==> config.mk <==
export PLATFORM = sky130hd
export DESIGN_NAME = nand_seq
export DESIGN_NICKNAME = d
export VERILOG_FILES = /design/src/rtl/nand_seq_pkg.sv /design/src/rtl/nand_seq_nand_unit.sv /design/src/rtl/nand_seq.sv
export SDC_FILE = /design/constraint.sdc
export NUM_CORES = 1
export LEC_CHECK = 0
export CAP_MARGIN = 0
export CORE_AREA = 2 2 82 84
export CTS_CLUSTER_DIAMETER = 80
export CTS_CLUSTER_SIZE = 25
export DETAILED_ROUTE_END_ITERATION = 16
export DIE_AREA = 0 0 84 86
export GPL_TIMING_DRIVEN = 0
export MAX_ROUTING_LAYER = met4
export SLEW_MARGIN = 10
export SYNTH_ARGS = -nofsm -noshare
export SYNTH_HDL_FRONTEND = slang
export SYNTH_SLANG_ARGS = --single-unit
==> constraint.sdc <==
create_clock -name clk -period 2.1 [get_ports clk]
set_clock_uncertainty 0.15 [all_clocks]
set_input_delay 0.315 -clock clk [delete_from_list [all_inputs] [get_ports clk]]
set_output_delay 0.315 -clock clk [all_outputs]
set_load 0.02 [all_outputs]
==> src/rtl/nand_seq_pkg.sv <==
// Shared definitions for the NAND-sharing logic sequencer: op codes, FSM states,
// step counts and the operand-routing destinations.
package nand_seq_pkg;

  typedef enum logic [1:0] {
    OP_NOT = 2'b00,
    OP_AND = 2'b01,
    OP_OR  = 2'b10,
    OP_XOR = 2'b11
  } op_e;

  typedef enum logic [1:0] {
    S_IDLE = 2'b00,
    S_EXEC = 2'b01,
    S_DONE = 2'b10
  } state_e;

  // Where the output of the current NAND evaluation is written.
  typedef enum logic [1:0] {
    DST_T   = 2'b00,
    DST_U   = 2'b01,
    DST_RES = 2'b10
  } dst_e;

  localparam int unsigned STEPS_NOT = 1;
  localparam int unsigned STEPS_AND = 2;
  localparam int unsigned STEPS_OR  = 3;
  localparam int unsigned STEPS_XOR = 4;

  function automatic logic [1:0] last_step(op_e op);
    logic [1:0] idx;
    unique case (op)
      OP_NOT:  idx = 2'(STEPS_NOT - 1);
      OP_AND:  idx = 2'(STEPS_AND - 1);
      OP_OR:   idx = 2'(STEPS_OR - 1);
      OP_XOR:  idx = 2'(STEPS_XOR - 1);
      default: idx = 2'd0;
    endcase
    return idx;
  endfunction

endpackage

==> src/rtl/nand_seq_nand_unit.sv <==
// The single shared bitwise NAND stage used by every sequencer step.
module nand_unit #(
  parameter int unsigned WIDTH = 4
) (
  input  logic [WIDTH-1:0] i_x0,
  input  logic [WIDTH-1:0] i_x1,
  output logic [WIDTH-1:0] o_y
);

  assign o_y = ~(i_x0 & i_x1);

endmodule

==> src/rtl/nand_seq.sv <==
// Multi-cycle sequencer computing NOT/AND/OR/XOR as ordered evaluations of one
// shared NAND unit, with valid/ready handshakes on both sides.
module nand_seq
  import nand_seq_pkg::*;
#(
  parameter int unsigned WIDTH = 4,
  parameter int unsigned CNT_W = 16
) (
  input  logic             clk,
  input  logic             reset,
  input  logic             in_valid,
  output logic             in_ready,
  input  logic [1:0]       op,
  input  logic [WIDTH-1:0] a,
  input  logic [WIDTH-1:0] b,
  output logic             out_valid,
  input  logic             out_ready,
  output logic [WIDTH-1:0] result,
  output logic [CNT_W-1:0] nand_count
);

  state_e           r_state;
  state_e           w_next_state;
  op_e              r_op;
  logic [1:0]       r_step;
  logic [WIDTH-1:0] r_a;
  logic [WIDTH-1:0] r_b;
  logic [WIDTH-1:0] r_t;
  logic [WIDTH-1:0] r_u;
  logic [WIDTH-1:0] r_result;
  logic [CNT_W-1:0] r_cnt;
  logic             r_in_ready;

  logic             w_accept;
  logic             w_last;
  logic [WIDTH-1:0] w_x0;
  logic [WIDTH-1:0] w_x1;
  logic [WIDTH-1:0] w_y;
  dst_e             w_dst;

  assign w_accept = in_valid & r_in_ready;
  assign w_last   = (r_step == last_step(r_op));

  // State register
  always_ff @(posedge clk or posedge reset) begin
    if (reset) begin
      r_state <= S_IDLE;
    end else begin
      r_state <= w_next_state;
    end
  end

  // Next-state logic
  always_comb begin
    w_next_state = r_state;
    case (r_state)
      S_IDLE:  if (w_accept) w_next_state = S_EXEC;
      S_EXEC:  if (w_last) w_next_state = S_DONE;
      S_DONE:  if (out_ready) w_next_state = S_IDLE;
      default: w_next_state = S_IDLE;
    endcase
  end

  // Outputs, all taken straight from registers
  always_comb begin
    out_valid  = (r_state == S_DONE);
    in_ready   = r_in_ready;
    result     = r_result;
    nand_count = r_cnt;
  end

  // Operand selection per (op, step)
  always_comb begin
    w_x0  = r_a;
    w_x1  = r_a;
    w_dst = DST_RES;
    unique case (r_op)
      OP_NOT: begin
        w_x0  = r_a;
        w_x1  = r_a;
        w_dst = DST_RES;
      end
      OP_AND: begin
        if (r_step == 2'd0) begin
          w_x0  = r_a;
          w_x1  = r_b;
          w_dst = DST_T;
        end else begin
          w_x0  = r_t;
          w_x1  = r_t;
          w_dst = DST_RES;
        end
      end
      OP_OR: begin
        case (r_step)
          2'd0:    begin w_x0 = r_a; w_x1 = r_a; w_dst = DST_T;   end
          2'd1:    begin w_x0 = r_b; w_x1 = r_b; w_dst = DST_U;   end
          default: begin w_x0 = r_t; w_x1 = r_u; w_dst = DST_RES; end
        endcase
      end
      OP_XOR: begin
        case (r_step)
          2'd0:    begin w_x0 = r_a; w_x1 = r_b; w_dst = DST_T;   end
          2'd1:    begin w_x0 = r_a; w_x1 = r_t; w_dst = DST_U;   end
          2'd2:    begin w_x0 = r_b; w_x1 = r_t; w_dst = DST_T;   end
          default: begin w_x0 = r_u; w_x1 = r_t; w_dst = DST_RES; end
        endcase
      end
      default: begin
        w_x0  = r_a;
        w_x1  = r_a;
        w_dst = DST_RES;
      end
    endcase
  end

  nand_unit #(
    .WIDTH(WIDTH)
  ) u_nand (
    .i_x0(w_x0),
    .i_x1(w_x1),
    .o_y (w_y)
  );

  always_ff @(posedge clk or posedge reset) begin
    if (reset) begin
      r_op       <= OP_NOT;
      r_step     <= 2'd0;
      r_a        <= '0;
      r_b        <= '0;
      r_t        <= '0;
      r_u        <= '0;
      r_result   <= '0;
      r_cnt      <= '0;
      r_in_ready <= 1'b0;
    end else begin
      // Ready only while the FSM will sit in IDLE, so it stays registered.
      r_in_ready <= (w_next_state == S_IDLE);
      if (r_state == S_IDLE && w_accept) begin
        r_op   <= op_e'(op);
        r_a    <= a;
        r_b    <= b;
        r_step <= 2'd0;
      end
      if (r_state == S_EXEC) begin
        r_step <= r_step + 2'd1;
        if (r_cnt != {CNT_W{1'b1}}) begin
          r_cnt <= r_cnt + 1'b1;
        end
        case (w_dst)
          DST_T:   r_t      <= w_y;
          DST_U:   r_u      <= w_y;
          default: r_result <= w_y;
        endcase
      end
    end
  end

endmodule

Word level (Yosys, flattened, before mapping)

Cells that the tools add are included.

Add/subtract/negate cells: 2
Equal/unequal tests: 10
Multiplexer cells: 18
Bitwise operators: 4
Reductions and logical operators: 15

Operators with widths:

| operator              | count |
|---|---|
| $pmux 4 s2            | 3 |
| $add 16x1->16 const B | 1 |
| $ne 16x16->1 const B  | 1 |
| $pmux 2 s4            | 2 |
| $pmux 4 s4            | 1 |
| $mux 2                | 6 |
| $pmux 4 s3            | 1 |
| $logic_not 2->1       | 5 |
| $eq 2x1->1 const B    | 4 |
| $eq 2x2->1 const B    | 4 |
| $mux 4                | 2 |
| $pmux 2 s2            | 2 |
| $reduce_and 2->1      | 4 |
| $reduce_or 2->1       | 4 |
| $pmux 2 s3            | 1 |
| $and 4x4->4           | 1 |
| $not 4->4             | 1 |
| $add 2x1->2 const B   | 1 |
| $eq 2x2->1            | 1 |
| $reduce_bool 2->1     | 1 |
| $and 1x1->1           | 1 |
| $logic_and 1x1->1     | 1 |
| $not 1->1             | 1 |

Flip-flop bits (word level): 43
Input bits: 14
Output and inout bits: 22
Logic and storage cells: 59

Depth between registers and ports, before layout

Gate-level depths: netlist of run 1.

Word-level depth: 8
Mapped depth: 8
Depth with buffers taken out: 6

Cells and area by module

From an unflattened synthesis of run 1, not the netlist that was laid out.

Cells, all modules: 226
Area total of the unflattened synthesis: 2432.3 um2

By module, submodules not included:

| module    | times used | cells each | area each (um2) | sequential area each (um2) |
|---|---|---|---|---|
| nand_seq  | 1          | 222        | 2417.3          | 1076.0 |
| nand_unit | 1          | 4          | 15.0            | 0.0 |

Worst setup path before layout of run 1

OpenSTA, ideal clock, no wires.

Kind: register to register
Start: register r_step[0]
End: register r_u[0]
Library setup time: 0.125 ns
Data arrival time: 1.886 ns
Required time: 1.825 ns
Setup slack: -0.061 ns
Stages on the path, launching flop included: 8
Path buffers: 1
Clock period less this slack: 2.161 ns
Cells stage by stage: dfrtp_1 > inv_1 > ha_1 > buf_4 > o21ai_0 > a221oi_4 > nor4b_4 > mux2_2

Cells in the longest elaborated chain, start to end: 6
Elaborated cells between the ends (all ways): 20
Those cells by class: eq/ne: 3; mux: 11; bitwise: 2; reduce/logical: 4

RTL lines:

| what                                                           | RTL line                                  | source |
|---|---|---|
| start: declaration                                             | nand_seq.sv:25                            | `logic [1:0] r_step;` |
| start signal: assignment                                       | nand_seq.sv:146                           | `r_step <= r_step + 2'd1;` |
| $eq 2x2->1, or another cell as far along                       | nand_seq.sv:102                           | `case (r_step)` |
| $reduce_or 2->1 (no line)                                      | --                                        |  |
| $pmux 2 s2 / $pmux 4 s2 (equally long branches)                | nand_seq.sv:102                           |  |
| $pmux 2 s4 / $pmux 4 s4 (equally long branches)                | nand_seq.sv:77                            | `unique case (r_op)` |
| $eq 2x1->1 / $and 4x4->4 (equally long branches)               | nand_seq.sv:150, nand_seq_nand_unit.sv:10 |  |
| $reduce_and 2->1 (no line) / $not 4->4 (equally long branches) | --                                        |  |
| end signal: assignment                                         | nand_seq.sv:152                           | `DST_U: r_u <= w_y;` |
| end: declaration                                               | nand_seq.sv:29                            | `logic [WIDTH-1:0] r_u;` |

Several ways; a longest one is shown, not always the timed one.
A chain may end at the register's enable or synchronous reset.

Worst setup path after layout of run 1

Start: register r_step[0]
End: register r_u[1]

Same word-level chain as after synthesis.

==> results.sh, run 1 <==
export IMPL_tightest_slew_ns=0.5427
export IMPL_synthesis_area_mm2=0.002439
export IMPL_h_tree_depth=2
export IMPL_antenna_found_initial=0
export IMPL_num_antenna_cells=0
export IMPL_yosys_cell_types_count=46
export IMPL_p_int_w=0.002980
export IMPL_place_congestion=0.8430
export IMPL_grt_ovfl_total=0
export IMPL_fin_setup_tns_ns=0
export IMPL_syn_nets=245
export IMPL_cp_max_fo=5
export IMPL_first_pass_iters=5
export IMPL_p_leak_nw=1.351
export IMPL_die_width_um=84
export IMPL_pwr_share_seq_pct=28.9
export IMPL_cp_required_ns=2.14
export IMPL_ys_flop_type="dfrtp_1"
export IMPL_grt_max_degree=31
export IMPL_ir_drop_uv=696.6
export IMPL_hold_violations=0
export IMPL_combPwrFrac_pct=57.0
export IMPL_totalPowerFinal_w=0.005044
export IMPL_via_count=1958
export IMPL_cts_clk_slew_worst_paths_ns=0.09
export IMPL_drt_iter0_drc=131
export IMPL_remaining_drc_errors=0
export IMPL_cts_made_buffers=5
export IMPL_coreArea_mm2=0.006277
export IMPL_yosys_warnings=0
export IMPL_synth_cells=224
export IMPL_cts_root_buffer="clkbuf_8"
export IMPL_die_h_um=86
export IMPL_synth_top_area_share_pct=44.13
export IMPL_start_util_pct=38.85
export IMPL_p_clk_share_pct=14.1
export IMPL_maxCapViolations=0
export IMPL_die_area_mm2=0.007224
export IMPL_min_period_ns=2.088
export IMPL_end_kind="flip-flop"
export IMPL_reg2reg_depth=6
export IMPL_io_buffers=35
export IMPL_yosys_area_top_type="dfrtp_1"
export IMPL_clock_latency_ns=0.31
export IMPL_min_path_type="input pin to async pin"
export IMPL_switching_share_pct=40.91
export IMPL_final_nets=300
export IMPL_period_share_pct=99.44
export IMPL_via_per_inst=5.485
export IMPL_wire_per_inst_um=16.69
export IMPL_cts_buffer_depth=2
export IMPL_drv_slew=0
export IMPL_pin_count=36
export IMPL_row_count=29
export IMPL_clock_fmax_mhz=478.9
export IMPL_ys_seq_area_share_pct=44.13
export IMPL_dp_hpwl_um=3982
export IMPL_ant_nets=0
export IMPL_clock_sinks=43
export IMPL_cp_arrival_ns=2.13
export IMPL_area_growth_pct=36.17
export IMPL_rsz0062_at_grt="yes"
export IMPL_p_per_area_mw_per_mm2=1519
export IMPL_status="finished, final reports clean"
export IMPL_ys_seq_elements=43
export IMPL_path_class="flip-flop to flip-flop"
export IMPL_synthTopCellsByArea="dfrtp_1 44%, mux2_2 11%, mux2i_1 4.1%"
export IMPL_grt_first_pass_wirelength_um=9556
export IMPL_grt_usage_pct=17.24
export IMPL_cp_start_kind="flip-flop"
export IMPL_fin_util_pct=52.90
export IMPL_synth_edff_count=0
export IMPL_drive_gt1_share_pct=31.43
export IMPL_setup_viol=0
export IMPL_holdBufCountCts=0
export IMPL_grt_pass1_vias=1970
export IMPL_postSynthAreaPerCell_um2=10.89
export IMPL_synthArstFlopShare_pct=100.0
export IMPL_max_slew_margin_pct=63.82
export IMPL_drt_total_wl_um=5957
export IMPL_switchingPower_w=0.002064
export IMPL_tritoncts="done"
==> cell usage in the layout (no fill, tap or decap), types with 2 or more instances in the layout <==
cell type,n
inv_1,9
o211ai_1,4
dfrtp_1,42
xor2_1,5
buf_6,4
nand4_1,3
nor2b_1,6
nor4b_1,2
a221oi_2,8
nand2b_1,3
nand2_1,12
a21oi_1,8
a21oi_2,3
mux2_2,18
and3_1,2
o21ai_1,2
a22oi_1,4
o21ai_0,8
nor2_2,2
buf_2,2
nor3_1,2
mux2_4,6
nand3_1,4
a21o_1,3
and4_1,3
buf_4,13
clkdlybuf4s50_1,35
mux2i_1,9
xnor2_1,6
nor2_1,4
o221ai_2,3
ha_4,2
inv_2,3
and2_0,2
clkbuf_8,6
nor4b_4,2
ha_2,3
ha_1,2
==> worst max-delay path, stage by stage, from the launching register on <==
cell and delay (ns):
dfrtp_2 0.46, buf_4 0.16, ha_2 0.19, a221oi_4 0.30
nor4b_4 0.25, buf_6 0.16, mux2_4 0.30
==> worst paths after layout <==
kind	to	slack, ns	from
setup / recovery	r_u[1]	0.01	r_step[0]
min in group clk	nand_count[5]	0.36	nand_count[5]
max in group asynchronous	r_step[0]	1.21	reset
hold reg to reg	nand_count[5]	0.36	nand_count[5]
hold / removal	result[2]	0.12	reset
setup reg to reg	r_u[1]	0.01	r_step[0]
==> per-stage QoR <==
step           setup WS (ns)  cell area [µm²]  std cells  hold slack, ns
4_1_cts             -0.03022             3178        350          0.1325
2_1_floorplan       0.001477             2439        224          0.2818
3_3_place_gp         -0.3580             2885        336          0.3370
6_report             0.01168             3321        357          0.1210
5_1_grt             -0.03933             3321        357          0.1411
3_5_place_dp         -0.3417             2905        337          0.3468
==> power groups by stage <==
| stage | Sequential [W] | Combinational [W] | Clock [W] |
|---|---|---|---|
| after detailed placement | 0.00146 | 0.00219 | 0 |
| after floorplan | 0.00150 | 0.00151 | 0 |
| after global placement | 0.00146 | 0.00217 | 0 |
| after CTS | 0.00144 | 0.00253 | 0.000722 |
| final | 0.00146 | 0.00288 | 0.000709 |
| after global routing | 0.00151 | 0.00312 | 0.000760 |
==> cell usage after synthesis, types with 2 or more instances <==
cell type and number:
dfrtp_1 43, mux2_2 24, inv_1 12, nand2_1 12
a21oi_1 11, o21ai_0 11, mux2i_1 10, a221oi_1 8
ha_1 7, nor2_1 6, nor2b_1 6, xnor2_1 6
xor2_1 5, a22oi_1 4, nand3_1 4, o211ai_1 4
a21o_1 3, and4_1 3, buf_2 3, buf_4 3
nand2b_1 3, nand4_1 3, nor4b_1 3, o221ai_1 3
and2_0 2, and3_1 2, clkbuf_1 2, nor3_1 2
o2111ai_1 2
==> flip-flops by register name, indices dropped and copies added (netlist names) <==
signal,count
r_a,4
r_op,2
r_state,2
nand_count,16
r_t,4
r_u,4
in_ready,1
result,4
r_step,2
r_b,4
==> area by class of cell <==
type	count	area, µm²
Tap cell	77	96.34
Clock inverter	2	38.79
Fill cell	560	2957
Timing Repair Buffer	50	483.0
Clock buffer	6	82.58
Inverter	12	45.04
Sequential cell	43	1077
Buffer	8	63.81
Multi-Input combinational cell	159	1434
==> routing by layer <==
| layer | share of wire [%] | vias to the layer above | global-route usage, % |
|---|---|---|---|
| met5 | 0 | - | - |
| met4 | 1.8 | 0 | 6.158 |
| met3 | 5.2 | 10 | 4.235 |
| met2 | 49 | 57 | 28.07 |
| met1 | 44 | 957 | 20.98 |
| li1 | - | 934 | - |
==> logic make-up after synthesis <==
logic type / count (synthesis) / share of synthesized area (%)
flops: 43 / 44.13
compound gates: 53 / 15.50
xor+xnor: 11 / 3.951
fa+ha+maj: 7 / 3.591
buf+inv: 22 / 4.309
simple gates: 54 / 13.34
mux: 34 / 15.19
==> timing repair <==
action	4_1_cts	5_1_grt
setup endpoints to repair	12	15
pin swaps	6	10
gates resized for setup	24	23
setup buffers	6	8
Power figures use the tool's default switching activity.
==> inputs of run 2 (changes only) <==
Settings changed: SLEW_MARGIN 10 to unset.
Clock period 2.1 ns to 2.4 ns, I/O delays scaled along.
==> results.sh, run 2 (same netlist as run 1, synthesis figures left out) <==
export IMPL_fin_util_pct=48.89
export IMPL_ant_nets=0
export IMPL_cts_clk_slew_worst_paths_ns=0.09
export IMPL_via_per_inst=5.480
export IMPL_grt_max_degree=30
export IMPL_drive_gt1_share_pct=21.03
export IMPL_die_h_um=86
export IMPL_combPwrFrac_pct=52.7
export IMPL_cts_buffer_depth=2
export IMPL_hold_violations=0
export IMPL_coreArea_mm2=0.006277
export IMPL_cp_start_kind="flip-flop"
export IMPL_cts_made_buffers=5
export IMPL_switchingPower_w=0.001557
export IMPL_h_tree_depth=2
export IMPL_p_int_w=0.002288
export IMPL_drt_total_wl_um=5531
export IMPL_grt_usage_pct=16.31
export IMPL_start_util_pct=38.85
export IMPL_clock_sinks=43
export IMPL_holdBufCountCts=0
export IMPL_layout_cells_most_common_list="41 x dfrtp_1, 35 x clkdlybuf4s50_1, 24 x mux2_2"
export IMPL_die_width_um=84
export IMPL_via_count=1907
export IMPL_end_kind="flip-flop"
export IMPL_remaining_drc_errors=0
export IMPL_clock_fmax_mhz=433.7
export IMPL_cts_root_buffer="clkbuf_8"
export IMPL_fin_setup_tns_ns=0
export IMPL_period_share_pct=96.07
export IMPL_wire_per_inst_um=15.89
export IMPL_status="finished, final reports clean"
export IMPL_place_congestion=0.8935
export IMPL_min_path_type="input pin to async pin"
export IMPL_largest_reg_flops=16
export IMPL_io_buffers=35
export IMPL_dp_hpwl_um=3859
export IMPL_rsz0062_at_grt="no"
export IMPL_min_period_ns=2.306
export IMPL_switching_share_pct=40.50
export IMPL_path_class="flip-flop to flip-flop"
export IMPL_cp_required_ns=2.43
export IMPL_grt_ovfl_total=0
export IMPL_antenna_found_initial=0
export IMPL_ir_drop_uv=725.8
export IMPL_drv_slew=0
export IMPL_max_slew_margin_pct=61.07
export IMPL_maxCapViolations=0
export IMPL_tritoncts="done"
export IMPL_pwr_share_seq_pct=32.9
export IMPL_setup_viol=0
export IMPL_die_area_mm2=0.007224
export IMPL_p_clk_share_pct=14.5
export IMPL_grt_first_pass_wirelength_um=9128
export IMPL_area_growth_pct=25.86
export IMPL_final_nets=292
export IMPL_first_pass_iters=4
export IMPL_cp_arrival_ns=2.34
export IMPL_p_per_area_mw_per_mm2=1253
export IMPL_p_leak_nw=1.255
export IMPL_drt_iter0_drc=104
export IMPL_cp_max_fo=10
export IMPL_row_count=29
export IMPL_grt_pass1_vias=1852
export IMPL_num_antenna_cells=0
export IMPL_pin_count=36
export IMPL_final_fill_count=578
export IMPL_layout_commonest_cell="dfrtp_1"
export IMPL_clock_latency_ns=0.30
export IMPL_tightest_slew_ns=0.5825
[run 2: changes by cell type in the layout (fill, tap and decap cells not counted), moves of 3 or more]
cell / change
a21oi_1: +3
a21oi_2: -3
a221oi_1: +7
a221oi_2: -7
buf_4: -7
ha_1: +5
ha_2: -3
mux2_2: +6
mux2_4: -6
[run 2: area by class of cell]
| type | instances | area (µm²) | area share, % |
|---|---|---|---|
| Inverter | 12 | 45.04 | 1.468 |
| Sequential cell | 43 | 1079 | 35.14 |
| Tap cell | 77 | 96.34 | 3.139 |
| Buffer | 10 | 63.81 | 2.079 |
| Clock inverter | 2 | 37.54 | 1.223 |
| Clock buffer | 5 | 68.82 | 2.242 |
| Multi-Input combinational cell | 159 | 1279 | 41.66 |
| Timing Repair Buffer | 40 | 400.4 | 13.05 |
[run 2: final timing paths]
| kind | start | to | slack (ns) | cells after the start |
|---|---|---|---|---|
| max in group asynchronous | reset | r_step[1] | 1.44 | 3 |
| min in group clk | nand_count[5] | nand_count[5] | 0.35 | 1 |
| setup / recovery | r_step[0] | r_u[1] | 0.09 | 7 |
| hold reg to reg | nand_count[5] | nand_count[5] | 0.35 | 1 |
| setup reg to reg | r_step[0] | r_u[1] | 0.09 | 7 |
| hold / removal | reset | result[2] | 0.19 | 2 |
[run 2: stage by stage]
| stage | instances | instance area [µm²] | setup slack [ns] | hold slack, ns | total power [W] |
|---|---|---|---|---|---|
| 2_1_floorplan | 224 | 2439 | 0.2391 | 0.3268 | 0.002627 |
| 3_3_place_gp | 336 | 2885 | -0.1047 | 0.3383 | 0.003165 |
| 3_5_place_dp | 337 | 2905 | -0.1129 | 0.3452 | 0.003178 |
| 4_1_cts | 345 | 3029 | 0.01490 | 0.1969 | 0.003777 |
| 5_1_grt | 348 | 3069 | 0.004832 | 0.2077 | 0.004138 |
| 6_report | 348 | 3069 | 0.09442 | 0.1902 | 0.003846 |
[run 2: worst max-delay path, stage by stage (launching register included)]
cell and delay (ns):
dfrtp_2 0.45, buf_4 0.15, ha_1 0.24, buf_2 0.19, or2_2 0.35, a21oi_1 0.16, o221ai_1 0.19, mux2_2 0.30
[run 2: per-layer routing]
layer	routed length, µm	track usage (%)	up-vias
met1	2562	21.23	943
met2	2703	25.75	45
li1	-	-	915
met3	238	4.235	4
met4	26	3.812	0
met5	0	-	-
[run 2: repair_timing]
item / in CTS / in global routing
setup endpoints to repair: 12 / 12
gates resized for setup: 3 / 7
setup buffers: 1 / 3
hold endpoints to repair: 0 / 0
pin swaps: 0 / 2
[run 2: power by group through the flow]
stage / sequential [W] / combinational [W] / clock [W]
floorplan: 0.00131 / 0.00132 / 0
global placement: 0.00127 / 0.00189 / 0
detailed placement: 0.00127 / 0.00190 / 0
CTS: 0.00126 / 0.00193 / 0.000584
global route: 0.00131 / 0.00221 / 0.000616
finish: 0.00126 / 0.00202 / 0.000557
